### src/rtl/home_pkg.sv
// Shared constants for the home alarm path: alarm bit positions, panel
// message codes and the dispatcher FSM state encoding.
package home_pkg;

  localparam int FIRE      = 2;
  localparam int INTRUSION = 1;
  localparam int RAIN      = 0;

  localparam logic [1:0] CODE_NONE      = 2'd0;
  localparam logic [1:0] CODE_FIRE      = 2'd1;
  localparam logic [1:0] CODE_INTRUSION = 2'd2;
  localparam logic [1:0] CODE_RAIN      = 2'd3;

  typedef enum logic [1:0] {
    ST_IDLE     = 2'd0,
    ST_SEND     = 2'd1,
    ST_WAIT_ACK = 2'd2,
    ST_HOLD     = 2'd3
  } state_t;

endpackage

### src/rtl/alarm_edge_latch.sv
// Rising-edge detector on the alarm levels feeding a pending-event latch.
// A selection clear and a new event in the same cycle leave the bit set.
module alarm_edge_latch (
  input  logic       clk,
  input  logic       reset,
  input  logic [2:0] alarms,
  input  logic [2:0] sel_clr,
  output logic [2:0] pending
);

  logic [2:0] alarms_q;

  always_ff @(posedge clk) begin
    if (!reset) begin
      alarms_q <= '0;
      pending  <= '0;
    end else begin
      alarms_q <= alarms;
      pending  <= (pending & ~sel_clr) | (alarms & ~alarms_q);
    end
  end

endmodule

### src/rtl/alarm_dispatcher.sv
// Turns alarm events into prioritised panel messages with ack timeout,
// bounded resends, a post-message holdoff, sticky failure report and buzzer.
//
//   state    | meaning
//   IDLE     | no message in flight; picks highest pending event
//   SEND     | message offered on msg_valid until msg_ready
//   WAIT_ACK | handshake done; waiting for msg_ack or timeout
//   HOLD     | enforced idle gap after a delivered or failed message
module alarm_dispatcher
  import home_pkg::*;
#(
  parameter int ACK_TIMEOUT    = 255,
  parameter int MAX_RETRY      = 3,
  parameter int HOLDOFF_CYCLES = 16
) (
  input  logic       clk,
  input  logic       reset,
  input  logic [2:0] alarms,
  input  logic [7:0] occupants_in,
  output logic       msg_valid,
  input  logic       msg_ready,
  output logic [1:0] msg_code,
  output logic [7:0] msg_occupants,
  input  logic       msg_ack,
  output logic [2:0] pending,
  output logic       fail,
  output logic [1:0] fail_code,
  input  logic       fail_clr,
  output logic       buzzer
);

  localparam int TW = $clog2(ACK_TIMEOUT + 1);
  localparam int RW = (MAX_RETRY > 0) ? $clog2(MAX_RETRY + 1) : 1;
  localparam int HW = $clog2(HOLDOFF_CYCLES + 1);

  localparam logic [TW-1:0] TIMER_TC  = TW'(ACK_TIMEOUT - 1);
  localparam logic [RW-1:0] RETRY_MAX = RW'(MAX_RETRY);
  localparam logic [HW-1:0] HOLD_TC   = HW'(HOLDOFF_CYCLES - 1);

  state_t        state, state_nxt;
  logic [2:0]    sel_clr;
  logic [1:0]    sel_code;
  logic [1:0]    code_q;
  logic [TW-1:0] timer_q;
  logic [RW-1:0] retry_q;
  logic [HW-1:0] hold_q;
  logic          timeout;
  logic          fail_now;
  logic          in_flight;

  alarm_edge_latch u_latch (
    .clk     (clk),
    .reset   (reset),
    .alarms  (alarms),
    .sel_clr (sel_clr),
    .pending (pending)
  );

  always_ff @(posedge clk) begin
    if (!reset) state <= ST_IDLE;
    else        state <= state_nxt;
  end

  always_comb begin
    state_nxt = state;
    sel_clr   = '0;
    sel_code  = CODE_NONE;
    timeout   = 1'b0;
    fail_now  = 1'b0;
    case (state)
      ST_IDLE: begin
        if (|pending) begin
          state_nxt = ST_SEND;
          if (pending[FIRE]) begin
            sel_clr[FIRE] = 1'b1;
            sel_code      = CODE_FIRE;
          end else if (pending[INTRUSION]) begin
            sel_clr[INTRUSION] = 1'b1;
            sel_code           = CODE_INTRUSION;
          end else begin
            sel_clr[RAIN] = 1'b1;
            sel_code      = CODE_RAIN;
          end
        end
      end
      ST_SEND: begin
        if (msg_ready) state_nxt = ST_WAIT_ACK;
      end
      ST_WAIT_ACK: begin
        // ack beats a coincident timeout
        if (msg_ack) begin
          state_nxt = ST_HOLD;
        end else if (timer_q == TIMER_TC) begin
          timeout = 1'b1;
          if (retry_q < RETRY_MAX) begin
            state_nxt = ST_SEND;
          end else begin
            fail_now  = 1'b1;
            state_nxt = ST_HOLD;
          end
        end
      end
      ST_HOLD: begin
        if (hold_q == HOLD_TC) state_nxt = ST_IDLE;
      end
      default: state_nxt = ST_IDLE;
    endcase
  end

  always_comb begin
    in_flight = (state == ST_SEND) || (state == ST_WAIT_ACK);
    msg_valid = (state == ST_SEND);
    msg_code  = in_flight ? code_q : CODE_NONE;
  end

  always_ff @(posedge clk) begin
    if (!reset) begin
      code_q        <= CODE_NONE;
      msg_occupants <= '0;
      timer_q       <= '0;
      retry_q       <= '0;
      hold_q        <= '0;
      fail          <= 1'b0;
      fail_code     <= CODE_NONE;
      buzzer        <= 1'b0;
    end else begin
      if (state == ST_IDLE && |pending) begin
        code_q        <= sel_code;
        msg_occupants <= occupants_in;
        retry_q       <= '0;
      end else if (timeout && !fail_now) begin
        retry_q <= retry_q + 1'b1;
      end

      // timer is zero whenever not waiting, so each handshake starts it fresh
      if (state != ST_WAIT_ACK)    timer_q <= '0;
      else if (timer_q != TIMER_TC) timer_q <= timer_q + 1'b1;

      if (state != ST_HOLD)        hold_q <= '0;
      else if (hold_q != HOLD_TC)  hold_q <= hold_q + 1'b1;

      if (fail_now) begin
        fail      <= 1'b1;
        fail_code <= code_q;
      end else if (fail_clr) begin
        fail      <= 1'b0;
        fail_code <= CODE_NONE;
      end

      buzzer <= alarms[FIRE] | pending[FIRE] | (in_flight && code_q == CODE_FIRE);
    end
  end

endmodule
### config.mk
export PLATFORM = sky130hd
export DESIGN_NAME = alarm_dispatcher
export DESIGN_NICKNAME = d
export VERILOG_FILES = /design/src/rtl/home_pkg.sv /design/src/rtl/alarm_edge_latch.sv /design/src/rtl/alarm_dispatcher.sv
export SDC_FILE = /design/constraint.sdc
export NUM_CORES = 1
export LEC_CHECK = 0
export CORE_ASPECT_RATIO = 0.5
export CORE_MARGIN = 8
export CORE_UTILIZATION = 30
export CTS_CLUSTER_DIAMETER = 80
export DETAILED_ROUTE_END_ITERATION = 8
export GPL_TIMING_DRIVEN = 0
export PLACE_DENSITY_LB_ADDON = 0.08
export SLEW_MARGIN = 20
export SYNTH_ARGS = -nofsm -noshare
export SYNTH_HDL_FRONTEND = slang
export SYNTH_SLANG_ARGS = --single-unit
### constraint.sdc
create_clock -name clk -period 4.5 [get_ports clk]
set_input_delay 0.9 -clock clk [delete_from_list [all_inputs] [get_ports clk]]
set_output_delay 0.9 -clock clk [all_outputs]
set_load 0.1 [all_outputs]
# Yosys cells after proc, flatten, opt, wreduce, memory -nomap -nowiden
# Index checks and enable logic that the tools add are counted.
[classes] n_mux=29 n_addsub=3 n_bitwise=8 n_eq_ne=14 magnitude_cmp=1 n_reduce_logical=12
[op_table] operator="$mux W2" n=13
[op_table] operator="$mux W1" n=13
[op_table] operator="$add A8 B1 Y8 const B" n=1
[op_table] operator="$eq A8 B8 Y1 const B" n=1
[op_table] operator="$ne A8 B8 Y1 const B" n=1
[op_table] operator="$pmux W2 S4" n=1
[op_table] operator="$and A3 B3 Y3" n=2
[op_table] operator="$mux W3" n=2
[op_table] operator="$ne A2 B2 Y1 const B" n=3
[op_table] operator="$not A3 Y3" n=2
[op_table] operator="$reduce_or A2 Y1" n=3
[op_table] operator="$add A5 B1 Y5 const B" n=1
[op_table] operator="$eq A5 B4 Y1 const B" n=1
[op_table] operator="$ne A5 B4 Y1 const B" n=1
[op_table] operator="$eq A2 B1 Y1 const B" n=2
[op_table] operator="$eq A2 B2 Y1 const B" n=2
[op_table] operator="$ne A2 B1 Y1 const B" n=2
[op_table] operator="$reduce_and A4 Y1" n=1
[op_table] operator="$logic_and A1 B1 Y1" n=3
[op_table] operator="$ne A3 B3 Y1 const B" n=1
[op_table] operator="$or A3 B3 Y3" n=1
[op_table] operator="$reduce_or A3 Y1" n=1
[op_table] operator="$add A2 B1 Y2 const B" n=1
[op_table] operator="$logic_not A2 Y1" n=1
[op_table] operator="6 further kinds" n=7
[totals] elab_cells=78 ff_bits=37 output_inout_bits=18 in_bits=16

# Depth between registers and ports, before layout
[logic_depth] word_depth=7 mapped_depth=7 ltp_nobuf=6

# Hierarchy
# Synthesis repeated with hierarchy kept, for this count alone.
[hier_totals] hier_cells=170 hier_area_um2=1750.4
[by_module_without_submodules] module="alarm_dispatcher" area_per_inst_um2=1517.7 seq_area_each_um2=620.6 cells_per_inst=152 instances=1
[by_module_without_submodules] module="alarm_edge_latch" area_per_inst_um2=232.7 seq_area_each_um2=120.1 cells_per_inst=18 instances=1

# Worst setup path before layout
# No wires, ideal clock.
[synth_path] path_type="flip-flop to output port" start="register state[0]" end="output msg_code[0]" path_slack_ns=2.138 n_path_buf=0 path_stages_with_launch=4 required_ns=3.600 arrival_time_ns=1.462 cell_sequence="dfxtp_1 -> inv_1 -> ha_1 -> and2_1"
[synth_via] elab_chain_len=3 word_cells_on_any_way=4 classes_between="eq/ne (2); mux (1); reduce/logical (1)"
[synth_rtl] element="start, declared" line_no="alarm_dispatcher.sv:40" text="state_t state, state_nxt;"
[synth_rtl] element="start signal, assigned" line_no="alarm_dispatcher.sv:61" text="else state <= state_nxt;"
[synth_rtl] element="$eq A2 B1 Y1 or $eq A2 B2 Y1 (tied branches)" line_no="alarm_dispatcher.sv:111" text="in_flight = (state == ST_SEND) || (state == ST_WAIT_ACK);"
[synth_rtl] element="$logic_or A1 B1 Y1 (*)" line_no="alarm_dispatcher.sv:111"
[synth_rtl] element="$mux W2 (*)" line_no="alarm_dispatcher.sv:113" text="msg_code = in_flight ? code_q : CODE_NONE;"
[synth_rtl] element="end, declared" line_no="alarm_dispatcher.sv:22" text="output logic [1:0] msg_code,"
# Every way passes the cells marked *; elsewhere a longest branch is shown, timed or not.

# Worst setup path in the final report
[layout_path] start="register state[1]" end="output msg_code[0]"
# The elaborated chain is that of the path after synthesis.

==> summary.md <==
| Metric | Value |
|---|---|
| Htree depth | `2` |
| Synthesized Nets | `195` |
| Final period utilization | `72.0%` |
| R2r endpoint | `state[1]` |
| Core Util, Final | `42.4%` |
| GR Util All Layers | `9.17%` |
| TNS Setup | `0 ps` |
| Seq pwr share | `34.1%` |
| Outcome | `complete, no violations` |
| Vias per cell | `4.51` |
| CP endpoint | `msg_code[0]` |
| Asr flop ratio synth | `0%` |
| CTS root buf | `clkbuf_8` |
| Die X | `120 microns` |
| CTS tree | `yes` |
| Die Span Y | `67.8 microns` |
| Final Non-Filler Cells | `280` |
| Arr. time, crit path | `2340 ps` |
| Minimum clock period | `3240 ps` |
| Reg2reg start | `hold_q[0]` |
| Layout cell share with drive strength beyond 1 | `7.14%` |
| Maximum vdd ir drop | `0.000265 V` |
| Final Hold Viols | `0` |
| Initial core utilization | `31.9%` |
| Antenna Cells | `0` |
| Post-route ant nets | `0` |
| Clock skew | `5.32 ps` |
| Resized cells post-CTS | `0` |
| Pwr/cell area | `532 nW/um^2` |
| WS Path Type | `reg2out` |
| Yosys reg bits | `37` |
| Register area share after synthesis | `46.0%` |
| IO buf count | `32` |
| Synthesized area per cell | `9.48 sq um` |
| Clk pin slew, worst setup/hold paths | `80 ps` |
| Synth area leaders | `dfxtp_1, ha_1, mux2i_1, nor2_1, a21oi_1` |
| DP Wirelength | `2490 microns` |
| Max FO, Critical Path | `5` |
| Initial DRC Count | `42` |
| CP max stage cell | `clkdlybuf4s50_1` |
| Fill cells | `525` |
| Flop2flop setup slack | `2640 ps` |
| Clock share of power | `26.3%` |
| Max-slew violations | `0` |
| Synthesized area | `1610 sq um` |
| Crit path largest cell delay | `1140 ps` |
| Final net count | `234` |
| Die area | `8120 sq um` |
| RSZ-0062 raised after global routing | `false` |
| Dpl ws | `1560 ps` |
| Maximum clock frequency | `309 MHz` |
| Largest area contributor in the netlist | `dfxtp_1` |
| Min-Delay Path Class | `reg2reg` |
| Logic pwr share | `39.6%` |
| Via Count | `1,263` |
| CP required | `3600 ps` |
| Cells on worst reg2reg path | `7` |
| Worst path cell trace | `inv_1 > ha_1 > and2_1 > clkdlybuf4s50_1` |
| Compound-Gate Fraction of Synth Area | `10.5%` |
| Worst-Margin Slew | `984 ps` |
| Pint | `0.678 mW` |
| GP Congestion | `0.680` |
| Worst Setup Slack, final | `1260 ps` |
| Clock latency on the worst-skew pair | `280 ps` |
| P_leak | `0.831 nW` |
| NetSw | `0.462 mW` |
| Clock Tree Buf Depth | `2` |
| Cells after Synth | `170` |
| DP Cell Count | `272` |
| Simple logic cell fraction of the synthesized area | `19.2%` |
| Yosys cell types | `37` |
| Pin count of the biggest net entering global routing | `13` |
| Most numerous cell in the Yosys netlist | `dfxtp_1` |
| CP endpoint kind | `output pin` |
| Post-DR wirelength/cell | `11.9 microns` |
| Synth top area share | `46.0%` |
| Routed WL | `3340 microns` |
| Vias in the first global route | `1,337` |
| Top Ports | `34` |
| Dominant synthesized flop cell | `dfxtp_1` |
| Sw frac | `40.5%` |
| Post-synthesis adder-cell area fraction | `6.99%` |
| DR pass1 iterations | `3` |
| Final setup fails | `0` |
| Slew margin rel. | `34.2%` |
| Core area | `5040 sq um` |
| Setup crit start | `state[1]` |
| Startpoint types | `flip-flop` |
| Main combinational cell family by area after synthesis | `simple AND/OR/NAND/NOR gates` |
| Initial antenna violation count | `0` |
| Yosys warns | `0` |
| Tot Pwr | `1.14 mW` |
| CTS Buf Count | `5` |
| XOR/XNOR Fraction of Synth Area | `4.89%` |
| Area Overhead vs Synth | `32.8%` |
| Top post-synthesis cells by count | `dfxtp_1, nor2_1, inv_1` |
| Hold_buf cts | `0` |
| DRC Markers | `0` |
| Setup Fix Bufs, Post-CTS | `0` |
| Number of synthesized flops with an enable pin | `0` |
| Number of max-cap violations | `0` |
| # rows | `18` |
| CTS Sinks | `37` |
| First-pass GRT wire length | `6040 microns` |
| Mux contribution to synthesized area | `6.83%` |
| Grt ovf | `0` |
## through the flow
step / hold slack (ps) / instance area, sq um
after detailed placement: 468 / 2020
after global placement: 460 / 2020
final: 476 / 2140
after global routing: 516 / 2140
after CTS: 477 / 2140
after floorplan: 440 / 1610
## cell usage in the layout, fill, tap and decap left out, drive strengths merged, types with 4 or more instances in the layout
cell type and n:
xnor2 5, mux2i 11, clkdlybuf4s50 32, nor2 23, xor2 4, dfxtp 37, buf 4, a21oi 10
inv 12, and2 5, nor2b 4, ha 9, clkbuf 7, nand2 9
## layout make-up
| class | instances | area (sq um) | area share (%) |
|---|---|---|---|
| plain buffers | 5 | 42.5 | 1.99 |
| clock buffers | 6 | 82.6 | 3.86 |
| clock inverters | 2 | 37.5 | 1.75 |
| inverters | 13 | 48.8 | 2.28 |
| multi-input cells | 115 | 779 | 36.4 |
| flip-flops and latches | 37 | 741 | 34.6 |
| well taps | 70 | 87.6 | 4.09 |
| repair buffers | 32 | 320 | 15.0 |
## worst min path at each step
| stage | start | endpoint | slack [ps] | cells after the start |
|---|---|---|---|---|
| after floorplan | code_q[1] | fail_code[1] | 440 | 2 |
| after global placement | code_q[0] | fail_code[0] | 460 | 2 |
| after detailed placement | code_q[0] | fail_code[0] | 470 | 2 |
| after CTS | code_q[0] | fail_code[0] | 480 | 2 |
| after global routing | code_q[0] | fail_code[0] | 520 | 2 |
| final | code_q[0] | fail_code[0] | 480 | 2 |
## worst max-delay path, delay by kind of cell (launching register included)
| kind | cells | cell delay, ps |
|---|---|---|
| adders and majority gates | 1 | 280 |
| buffers and inverters | 2 | 1220 |
| DFF | 1 | 400 |
| and+or+nand+nor | 1 | 150 |
## per-layer routing
layer / up-vias / wire length [microns] / part of all wire (%) / track usage (%)
met2: 22 / 1420 / 43 / 14.5
met4: 0 / 4 / 0.12 / 1.85
met1: 586 / 1640 / 49 / 10.9
li1: 653 / - / - / -
met5: - / 0 / 0 / 0
met3: 2 / 271 / 8.1 / 5.17
## sequential cells by signal, summed over array words and instances (netlist names)
name and cells:
state 2, timer_q 8, hold_q 5, code_q 2, retry_q 2, fail_code 2, fail 1, u_latch.alarms_q 3
msg_occupants 8, buzzer 1, u_latch.pending 3
## power groups by stage
stage	Combinational (mW)	Sequential, mW	Clock (mW)
finish	0.451	0.389	0.299
global placement	0.455	0.395	0
floorplan	0.218	0.529	0
CTS	0.456	0.389	0.310
global route	0.485	0.395	0.325
detailed placement	0.455	0.396	0
## logic make-up after synthesis
| logic type | Yosys count |
|---|---|
| mux | 11 |
| simple gates | 60 |
| flops | 37 |
| xor+xnor | 9 |
| compound gates | 26 |
| buf+inv | 18 |
| fa+ha+maj | 9 |
No activity file was read; power rests on OpenSTA's default activity.
